### src/rtl/tx_pkg.sv
// Shared constants, state encoding and RATE -> N_DBPS lookup for the 802.11a TX frame sequencer.
// Pure definitions with no logic and no latency; none of the contents take part in flow control.
package tx_pkg;

    localparam int          LEN_WIDTH      = 12;
    localparam int          PREAMBLE_BITS  = 96;
    localparam logic [6:0]  SCRAMBLER_SEED = 7'b1011101;
    localparam logic [7:0]  PREAMBLE_BYTE  = 8'hAA;

    localparam int SIGNAL_BITS  = 24;
    localparam int SERVICE_BITS = 16;
    localparam int TAIL_BITS    = 6;

    localparam logic [3:0] RATE_6M  = 4'b1101;
    localparam logic [3:0] RATE_9M  = 4'b1111;
    localparam logic [3:0] RATE_12M = 4'b0101;
    localparam logic [3:0] RATE_18M = 4'b0111;
    localparam logic [3:0] RATE_24M = 4'b1001;
    localparam logic [3:0] RATE_36M = 4'b1011;
    localparam logic [3:0] RATE_48M = 4'b0001;
    localparam logic [3:0] RATE_54M = 4'b0011;

    typedef enum logic [2:0] {
        ST_IDLE,
        ST_PREAMBLE,
        ST_SIGNAL,
        ST_SERVICE,
        ST_DATA,
        ST_TAIL,
        ST_PAD
    } state_t;

    // Returns 0 for codes that are not legal 802.11a rates.
    function automatic logic [7:0] ndbps(input logic [3:0] rate);
        case (rate)
            RATE_6M:  ndbps = 8'd24;
            RATE_9M:  ndbps = 8'd36;
            RATE_12M: ndbps = 8'd48;
            RATE_18M: ndbps = 8'd72;
            RATE_24M: ndbps = 8'd96;
            RATE_36M: ndbps = 8'd144;
            RATE_48M: ndbps = 8'd192;
            RATE_54M: ndbps = 8'd216;
            default:  ndbps = 8'd0;
        endcase
    endfunction

endpackage

### src/rtl/tx_signal_field.sv
// Combinational SIGNAL field builder; bit 0 of the vector is the first bit on air.
// Zero latency; no handshake, the vector just follows the latched rate and length.
module tx_signal_field
    import tx_pkg::*;
(
    input  logic [3:0]           rate,
    input  logic [LEN_WIDTH-1:0] length,
    output logic [23:0]          signal_vec
);

    logic parity;

    assign parity     = ^{rate, length};
    assign signal_vec = {6'b000000, parity, length, 1'b0, rate[0], rate[1], rate[2], rate[3]};

endmodule

### src/rtl/tx_frame_sequencer.sv
// Serialises one 802.11a PPDU (preamble, SIGNAL, SERVICE, PSDU, tail, pad); first bit 1 cycle after Start.
// Bits move on BitValid&BitReady and hold while BitReady is low; DATA underruns drop BitValid until a byte arrives.
module tx_frame_sequencer
    import tx_pkg::*;
(
    input  logic                 Clock,
    input  logic                 Reset,
    input  logic                 Start,
    input  logic [3:0]           Rate,
    input  logic [LEN_WIDTH-1:0] Length,
    input  logic [7:0]           DataByte,
    input  logic                 DataValid,
    output logic                 DataReady,
    output logic                 BitOut,
    output logic                 BitValid,
    input  logic                 BitReady,
    output logic                 ScrambleEn,
    output logic                 SeedLoad,
    output logic [6:0]           SeedValue,
    output logic                 Busy,
    output logic                 Done,
    output logic                 Error
);

    state_t               state, state_nxt;
    logic [3:0]           rate_q;
    logic [LEN_WIDTH-1:0] len_q;
    logic [7:0]           pre_cnt;
    logic [4:0]           fld_cnt;
    logic [LEN_WIDTH+2:0] data_cnt;
    logic [7:0]           sym_cnt;
    logic [7:0]           buf_dat;
    logic                 buf_full;
    logic                 done_q;
    logic                 error_q;

    logic [23:0]          sig_vec;
    logic [7:0]           ndbps_q;
    logic [LEN_WIDTH+2:0] data_bits;
    logic [7:0]           cur_byte;
    logic [7:0]           sym_nxt;
    logic                 start_ok;
    logic                 rate_ok;
    logic                 xfer;
    logic                 field_last;
    logic                 last_bit;
    logic                 bit_out, bit_vld, scr_en, seed_ld, data_rdy;

    tx_signal_field u_signal_field (
        .rate       (rate_q),
        .length     (len_q),
        .signal_vec (sig_vec)
    );

    assign ndbps_q   = ndbps(rate_q);
    assign rate_ok   = (ndbps(Rate) != 8'd0);
    assign start_ok  = (state == ST_IDLE) && Start && !done_q;
    assign data_bits = {len_q, 3'b000};
    // An empty buffer passes DataByte straight through so byte boundaries cost no bubble.
    assign cur_byte  = buf_full ? buf_dat : DataByte;
    assign xfer      = bit_vld && BitReady;
    assign sym_nxt   = (sym_cnt == ndbps_q - 8'd1) ? 8'd0 : sym_cnt + 8'd1;

    always_ff @(posedge Clock or negedge Reset) begin
        if (!Reset) begin
            state <= ST_IDLE;
        end else begin
            state <= state_nxt;
        end
    end

    always_comb begin
        state_nxt  = state;
        bit_out    = 1'b0;
        bit_vld    = 1'b0;
        scr_en     = 1'b0;
        seed_ld    = 1'b0;
        data_rdy   = 1'b0;
        last_bit   = 1'b0;
        field_last = 1'b0;
        case (state)
            ST_IDLE: begin
                if (start_ok && rate_ok) begin
                    state_nxt = ST_PREAMBLE;
                end
            end
            ST_PREAMBLE: begin
                bit_vld = 1'b1;
                bit_out = PREAMBLE_BYTE[3'd7 - pre_cnt[2:0]];
                if (xfer && pre_cnt == 8'(PREAMBLE_BITS - 1)) begin
                    state_nxt = ST_SIGNAL;
                end
            end
            ST_SIGNAL: begin
                bit_vld    = 1'b1;
                bit_out    = sig_vec[fld_cnt];
                field_last = (fld_cnt == 5'(SIGNAL_BITS - 1));
                if (xfer && field_last) begin
                    seed_ld   = 1'b1;
                    state_nxt = ST_SERVICE;
                end
            end
            ST_SERVICE: begin
                bit_vld    = 1'b1;
                scr_en     = 1'b1;
                field_last = (fld_cnt == 5'(SERVICE_BITS - 1));
                if (xfer && field_last) begin
                    state_nxt = (len_q == '0) ? ST_TAIL : ST_DATA;
                end
            end
            ST_DATA: begin
                scr_en   = 1'b1;
                data_rdy = !buf_full && (data_cnt < data_bits);
                bit_vld  = buf_full || DataValid;
                bit_out  = cur_byte[data_cnt[2:0]];
                if (xfer && data_cnt == data_bits - 1'b1) begin
                    state_nxt = ST_TAIL;
                end
            end
            ST_TAIL: begin
                bit_vld    = 1'b1;
                field_last = (fld_cnt == 5'(TAIL_BITS - 1));
                if (xfer && field_last) begin
                    if (sym_nxt == 8'd0) begin
                        last_bit  = 1'b1;
                        state_nxt = ST_IDLE;
                    end else begin
                        state_nxt = ST_PAD;
                    end
                end
            end
            ST_PAD: begin
                bit_vld = 1'b1;
                scr_en  = 1'b1;
                if (xfer && sym_nxt == 8'd0) begin
                    last_bit  = 1'b1;
                    state_nxt = ST_IDLE;
                end
            end
            default: state_nxt = ST_IDLE;
        endcase
    end

    always_ff @(posedge Clock or negedge Reset) begin
        if (!Reset) begin
            rate_q   <= '0;
            len_q    <= '0;
            pre_cnt  <= '0;
            fld_cnt  <= '0;
            data_cnt <= '0;
            sym_cnt  <= '0;
            buf_dat  <= '0;
            buf_full <= 1'b0;
            done_q   <= 1'b0;
            error_q  <= 1'b0;
        end else begin
            done_q  <= last_bit;
            error_q <= start_ok && !rate_ok;
            if (start_ok) begin
                rate_q <= Rate;
                len_q  <= Length;
            end
            if (state == ST_IDLE) begin
                pre_cnt  <= '0;
                fld_cnt  <= '0;
                data_cnt <= '0;
                sym_cnt  <= '0;
                buf_full <= 1'b0;
            end else if (xfer) begin
                case (state)
                    ST_PREAMBLE: pre_cnt <= pre_cnt + 8'd1;
                    ST_SIGNAL:   fld_cnt <= field_last ? 5'd0 : fld_cnt + 5'd1;
                    ST_SERVICE: begin
                        fld_cnt <= field_last ? 5'd0 : fld_cnt + 5'd1;
                        sym_cnt <= sym_nxt;
                    end
                    ST_DATA: begin
                        data_cnt <= data_cnt + 1'b1;
                        sym_cnt  <= sym_nxt;
                        if (data_cnt[2:0] == 3'd7) begin
                            buf_full <= 1'b0;
                        end
                    end
                    ST_TAIL: begin
                        fld_cnt <= field_last ? 5'd0 : fld_cnt + 5'd1;
                        sym_cnt <= sym_nxt;
                    end
                    ST_PAD:  sym_cnt <= sym_nxt;
                    default: ;
                endcase
            end
            // Only reachable with the buffer empty, so it never races the clear above.
            if (data_rdy && DataValid) begin
                buf_dat  <= DataByte;
                buf_full <= 1'b1;
            end
        end
    end

    assign DataReady  = data_rdy;
    assign BitOut     = bit_out;
    assign BitValid   = bit_vld;
    assign ScrambleEn = scr_en;
    assign SeedLoad   = seed_ld;
    assign SeedValue  = SCRAMBLER_SEED;
    assign Busy       = (state != ST_IDLE);
    assign Done       = done_q;
    assign Error      = error_q;

endmodule

### config.mk
export PLATFORM = sky130hd
export DESIGN_NAME = tx_frame_sequencer
export DESIGN_NICKNAME = d
export VERILOG_FILES = /design/src/rtl/tx_pkg.sv /design/src/rtl/tx_signal_field.sv /design/src/rtl/tx_frame_sequencer.sv
export SDC_FILE = /design/constraint.sdc
export NUM_CORES = 1
export LEC_CHECK = 0
export CAP_MARGIN = 25
export CORE_MARGIN = 1.5
export CORE_UTILIZATION = 64
export DETAILED_ROUTE_END_ITERATION = 8
export GPL_ROUTABILITY_DRIVEN = 0
export MAX_ROUTING_LAYER = met4
export PLACE_DENSITY = 0.87
export SYNTH_ARGS = -nofsm -noshare
export SYNTH_HDL_FRONTEND = slang
export SYNTH_HIERARCHICAL = 1
export SYNTH_SLANG_ARGS = --single-unit
### constraint.sdc
create_clock -name Clock -period 6.1 [get_ports Clock]
set_clock_uncertainty 0.05 [all_clocks]
set_input_delay 0.61 -clock Clock [delete_from_list [all_inputs] [get_ports Clock]]
set_output_delay 0.61 -clock Clock [all_outputs]
set_load 0.05 [all_outputs]
# --- Word-level counts from Yosys, hierarchy flattened ---
# Memories as Yosys holds them, arrays and structs flattened.
# Cells that the tools add are included.
# W data, S select, Z words.
classes:
  n_addsub: 7
  mul: 0
  div: 0
  magnitude_cmp: 4
  n_eq_ne: 20
  n_shift: 0
  mux: 46
  bitwise_logic: 0
  n_reduce_logical: 41
ops:
  columns: ["cell", "count"]
  rows:
  - ["$mux W8", 8]
  - ["$mux W15", 3]
  - ["$mux W3", 8]
  - ["$pmux W3 S7", 1]
  - ["$mux W5", 4]
  - ["$add A8 B1 Y8 const B", 2]
  - ["$mux W1", 16]
  - ["$reduce_xor A16 Y1", 1]
  - ["$add A15 B1 Y15 const B", 1]
  - ["$eq A15 B15 Y1", 1]
  - ["$lt A15 B15 Y1", 1]
  - ["$sub A15 B1 Y15 const B", 1]
  - ["$logic_and A1 B1 Y1", 13]
  - ["$eq A3 B3 Y1 const B", 4]
  - ["$logic_not A12 Y1", 1]
  - ["$ne A2 B2 Y1 const B", 6]
  - ["$reduce_bool A3 Y1", 4]
  - ["$reduce_bool A2 Y1", 5]
  - ["$eq A8 B7 Y1 const B", 1]
  - ["$eq A8 B8 Y1", 1]
  - ["$logic_not A8 Y1", 1]
  - ["$lt A3 B4 Y1 const B", 2]
  - ["$reduce_and A2 Y1", 4]
  - ["$reduce_bool A8 Y1", 1]
  - ["other kinds (22)", 28]
word_totals:
  ff_bits: 66
  latchBits: 0
  ramBits: 0
  mem_bits_ro: 200
  out_inout_bits: 15
  wordCells: 132
  n_memories: 3
memory_table:
  columns: ["memory", "depth", "width", "read_ports", "rd_ports_with_merged_regs", "wr", "line", "source"]
  rows:
  - ["(name not given)", 16, 6, 1, 0, 0, "tx_pkg.sv:35", "case (rate)"]
  - ["(name not given)", 16, 6, 1, 0, 0, "tx_pkg.sv:35", null]
  - ["(name not given)", 8, 1, 1, 0, 0, "tx_frame_sequencer.sv:89", "bit_out = PREAMBLE_BYTE[3'd7 - pre_cnt[2:0]];"]

# --- Depth between registers and ports, before layout ---
# An unclocked memory read counts as a cell.
logic_depth:
  depth_word: 8
  mapped_depth: 13

# --- By module ---
# The synthesis kept the hierarchy.
modules_own_cells:
  columns: ["mod", "instances", "cells_each", "area_per_inst_um2", "seq_area_each_um2"]
  rows:
  - ["tx_frame_sequencer", 1, 510, 4938.5, 1651.6]
  - ["tx_signal_field", 1, 40, 315.3, 0.0]

# --- Least setup slack after synthesis ---
# OpenSTA, ideal clock, no wires.
synth_path:
  path_type: "register to output"
  from: "register len_q[2]"
  to: "output port BitOut"
  arrival_time_ps: 2500
  required_time_ps: 5440
  slack_ps: 2940
  stages_incl_launch_ff: 11
  n_path_buf: 1
  path_cell_list: "dfrtp_1 -> xnor2_1 -> xnor2_1 -> xnor2_1 -> xnor2_1 -> buf_4 -> mux4_2 -> mux2i_1 -> o31ai_1 -> a22oi_1 -> o32ai_1"
synth_via:
  elab_chain_len: 4
synth_rtl:
  columns: ["element", "line", "source"]
  rows:
  - ["start, declared", "tx_frame_sequencer.sv:27", "logic [LEN_WIDTH-1:0] len_q;"]
  - ["start signal, assigned", "tx_frame_sequencer.sv:161", "len_q <= Length;"]
  - ["$reduce_xor A16 Y1", "tx_signal_field.sv:13", "assign parity = ^{rate, length};"]
  - ["via u_signal_field.parity", "tx_signal_field.sv:11", "logic parity;"]
  - ["$bmux W1 S5", "tx_frame_sequencer.sv:96", "bit_out = sig_vec[fld_cnt];"]
  - ["$mux W1 (implied by the code)", "tx_frame_sequencer.sv:96", null]
  - ["$pmux W1 S3", "tx_frame_sequencer.sv:81", "case (state)"]
  - ["end, declared", "tx_frame_sequencer.sv:14", "output logic BitOut,"]
# The timed path passes the listed nets, and every way through them passes these cells. The select of a mux whose other input is x is not followed.

# --- Worst setup path after layout ---
layout_path:
  from: "register rate_q[0]"
  to: "output port BitOut"
layout_via:
  elab_chain_len: 4
layout_rtl:
  columns: ["element", "line", "source"]
  rows:
  - ["start, declared", "tx_frame_sequencer.sv:26", "logic [3:0] rate_q;"]
  - ["start signal, assigned", "tx_frame_sequencer.sv:160", "rate_q <= Rate;"]
  - ["$reduce_xor A16 Y1", "tx_signal_field.sv:13", null]
  - ["via sig_vec[17]", "tx_frame_sequencer.sv:37", "logic [23:0] sig_vec;"]
  - ["$bmux W1 S5", "tx_frame_sequencer.sv:96", null]
  - ["$mux W1 (implied by the code)", "tx_frame_sequencer.sv:96", null]
  - ["$pmux W1 S3", "tx_frame_sequencer.sv:81", null]
# The timed path passes the listed nets, and every way through them passes these cells. The select of a mux whose other input is x is not followed.

==> impl_metrics.ini <==
[outcome]
status = completed

[yosys]
synth_cell_types = 77
synth_ff_type = dfrtp_1
synth_seq_cells = 66
synth_edf_count = 0
synth_top_area_share_pct = 31.4
ys_top_cells_by_area = dfrtp_1 (31%), mux2_2 (5.4%), ha_1 (5.2%), mux4_2 (5.1%), buf_4 (4.9%)
post_synth.cell_area_avg_um2 = 9.55
async_reset_ff_share_pct = 100
postSynthCellCount = 550
synth_seq_area_share_pct = 31.4
netlist_area_mm2 = 0.00525
yosys_warnings = 6
synth_top_cell_by_area = dfrtp_1

[route]
ant_nets = 0
via_per_inst = 6.11
drt-initial-drc-count = 258
via_count = 4021
drt_wl_total_um = 11200
wl_per_cell_um = 17.0
first_pass_iters = 4
drc = 0

[timing]
setup_viol_count_final = 0
finalCritPeriodShare_pct = 67.0
hold_viol = 0
setup_tns_ps = 0
layout_min_cycle_time_ps = 4090
max_slew_margin_pct = 34.7
fmax_mhz = 245
tightest_slew_ps = 980
rsz0062_at_grt = no
drv_slew = 0

[global_route]
grt_pass1_wl_um = 19200
grt_max_degree = 67
antenna_found_initial = 0
grtUsageTotal_pct = 28.8
overflow = 0
grt_pass1_vias = 3965

[worst_setup_path]
end_kind = primary output
r2r_slack_ps = 2470
ff2ff_path_depth = 7
crit-reg2reg-launch = state[0]
critical_path_required_ps = 5440
critical_path_class = reg2out
regToRegEndpoint = state[2]
critPathArrivalTime_ps = 3430
startpoint_type = register
timing.critical_path.fanout_max = 16

[cts]
numCtsBuffers = 9
clock_sinks = 66
cts_max_path_buffers = 2
path_clk_slew_ps = 70
cts_hold_buf = 0
clock_latency_ps = 350
cts_resized = 0
tritoncts = done
cts_setup_buffers = 0
cts-htree-levels = 3
cts_root_buf = clkbuf_8

[layout]
fillers = 589
drive_gt1_share_pct = 15.3
finalNetCount = 602
synthToLayoutAreaGrowth_pct = 7.19
regArea_mm2 = 0.00165
diodes = 0
mostFrequentLayoutCells = dfrtp_1 (66), nand2_1 (47), nor2_1 (39), clkdlybuf4s50_1 (35), inv_1 (28)
multi_input_area_mm2 = 0.00315
final_common_cell = dfrtp_1

[floorplanning]
die_area_mm2 = 0.00876
coreArea_mm2 = 0.00785
start_util_pct = 66.9
die_width_um = 93.6
ioPinCount = 44
die_y_um = 93.6
rows = 32

[run]
maxCapViolCount = 0

[pwr]
p_leak_nw = 2.39
total_power_mw = 2.41
ir_worst_vdd_mv = 0.233
cellPowerDensity_mw_per_mm2 = 429

[place]
hpwlAfterDp_um = 8150
portBuffers = 36

[worst_hold_path]
min_path_type = in2async
-- per-stage QoR --
stage / instances / area, µm² / hold WS [ps] / setup WS [ps] / utilization, %
floorplan: 561 / 5300 / 264 / 2940 / -
global placement: 642 / 5390 / 439 / 2400 / 68.7
detailed placement: 642 / 5390 / 448 / 2360 / 68.7
CTS: 658 / 5630 / 431 / 2020 / 71.8
global route: 658 / 5630 / 458 / 1880 / 71.8
finish: 658 / 5630 / 378 / 2010 / 71.8
-- cell type report --
cell class              instances  share of cell area (%)
clock inverters                 4                    1.29
clock buffers                  12                    2.93
multi-input cells             409                    55.9
flip-flops and latches         66                    29.3
repair buffers                 37                    6.44
well taps                     102                    2.27
inverters                      28                    1.87
-- cells by family (layout without fill, tap and decap cells) --
family	Yosys count	count (layout)	share of synthesized area, %
adders and majority gates	22	22	5.24
buffers and inverters	86	81	9.45
muxes	44	44	11.9
and+or+nand+nor	178	178	18.1
xor gates and xnor gates	48	48	8.14
DFF	66	66	31.4
other	3	14	0.214
AOI/OAI and AO/OA	103	103	15.5
-- per-layer routing --
metal | track usage, % | vias up | wire (µm)
met5 | - | - | 0
met4 | 8.83 | 0 | 266
met3 | 6.02 | 28 | 471
met2 | 47.6 | 100 | 5700
met1 | 35.7 | 1973 | 4740
li1 | - | 1920 | -
-- worst max-delay path by stage --
stage                  end         from  slack [ps]  cells after the start
finish              BitOut    rate_q[0]        2010                     10
global route        BitOut    rate_q[1]        1880                     10
CTS                 BitOut    rate_q[0]        2020                     10
detailed placement  BitOut  DataByte[5]        2360                      6
global placement    BitOut  DataByte[5]        2400                      6
floorplan           BitOut     len_q[2]        2940                     10
-- registers in the layout, indices dropped and copies added (netlist names) --
signal    cells
data_cnt     15
buf_full      1
sym_cnt       8
buf_dat       8
fld_cnt       5
Error         1
pre_cnt       8
rate_q        4
Done          1
len_q        12
state         3
-- worst max-delay path, cell delays in order, from the launching register on --
cell             delay (ps)
dfrtp_1                 650
xnor2_1                 170
xnor2_1                 210
xnor2_1                 170
xnor2_1                 140
mux4_2                  250
mux2i_1                  60
o31ai_1                 290
a22oi_1                 120
o32ai_1                 160
clkdlybuf4s50_1         860
-- cells in the mapped netlist (3+ instances only) --
| library cell | count |
|---|---|
| ha_1 | 22 |
| buf_2 | 6 |
| mux4_2 | 12 |
| o21a_1 | 3 |
| nand2b_1 | 5 |
| o22ai_1 | 3 |
| nand3_1 | 24 |
| inv_1 | 28 |
| nand4_1 | 11 |
| o21ai_0 | 27 |
| and3_1 | 7 |
| buf_6 | 5 |
| nor3_1 | 8 |
| o31ai_1 | 3 |
| nor2_1 | 39 |
| a21oi_1 | 14 |
| mux2i_1 | 6 |
| xor2_1 | 20 |
| nand2_1 | 47 |
| mux2_2 | 25 |
| o31ai_2 | 5 |
| a21o_1 | 7 |
| buf_4 | 34 |
| conb_1 | 3 |
| clkbuf_1 | 10 |
| a211o_1 | 3 |
| or3_1 | 6 |
| a211oi_1 | 4 |
| nand4b_1 | 4 |
| dfrtp_1 | 66 |
| xnor2_1 | 27 |
| nor2b_1 | 6 |
-- where the power goes --
| group | switching (mW) | internal [mW] |
|---|---|---|
| combinational | 0.578 | 0.569 |
| clock | 0.174 | 0.263 |
| sequential | 0.272 | 0.556 |
| total | 1.02 | 1.39 |
Power figures use the tool's default switching activity.
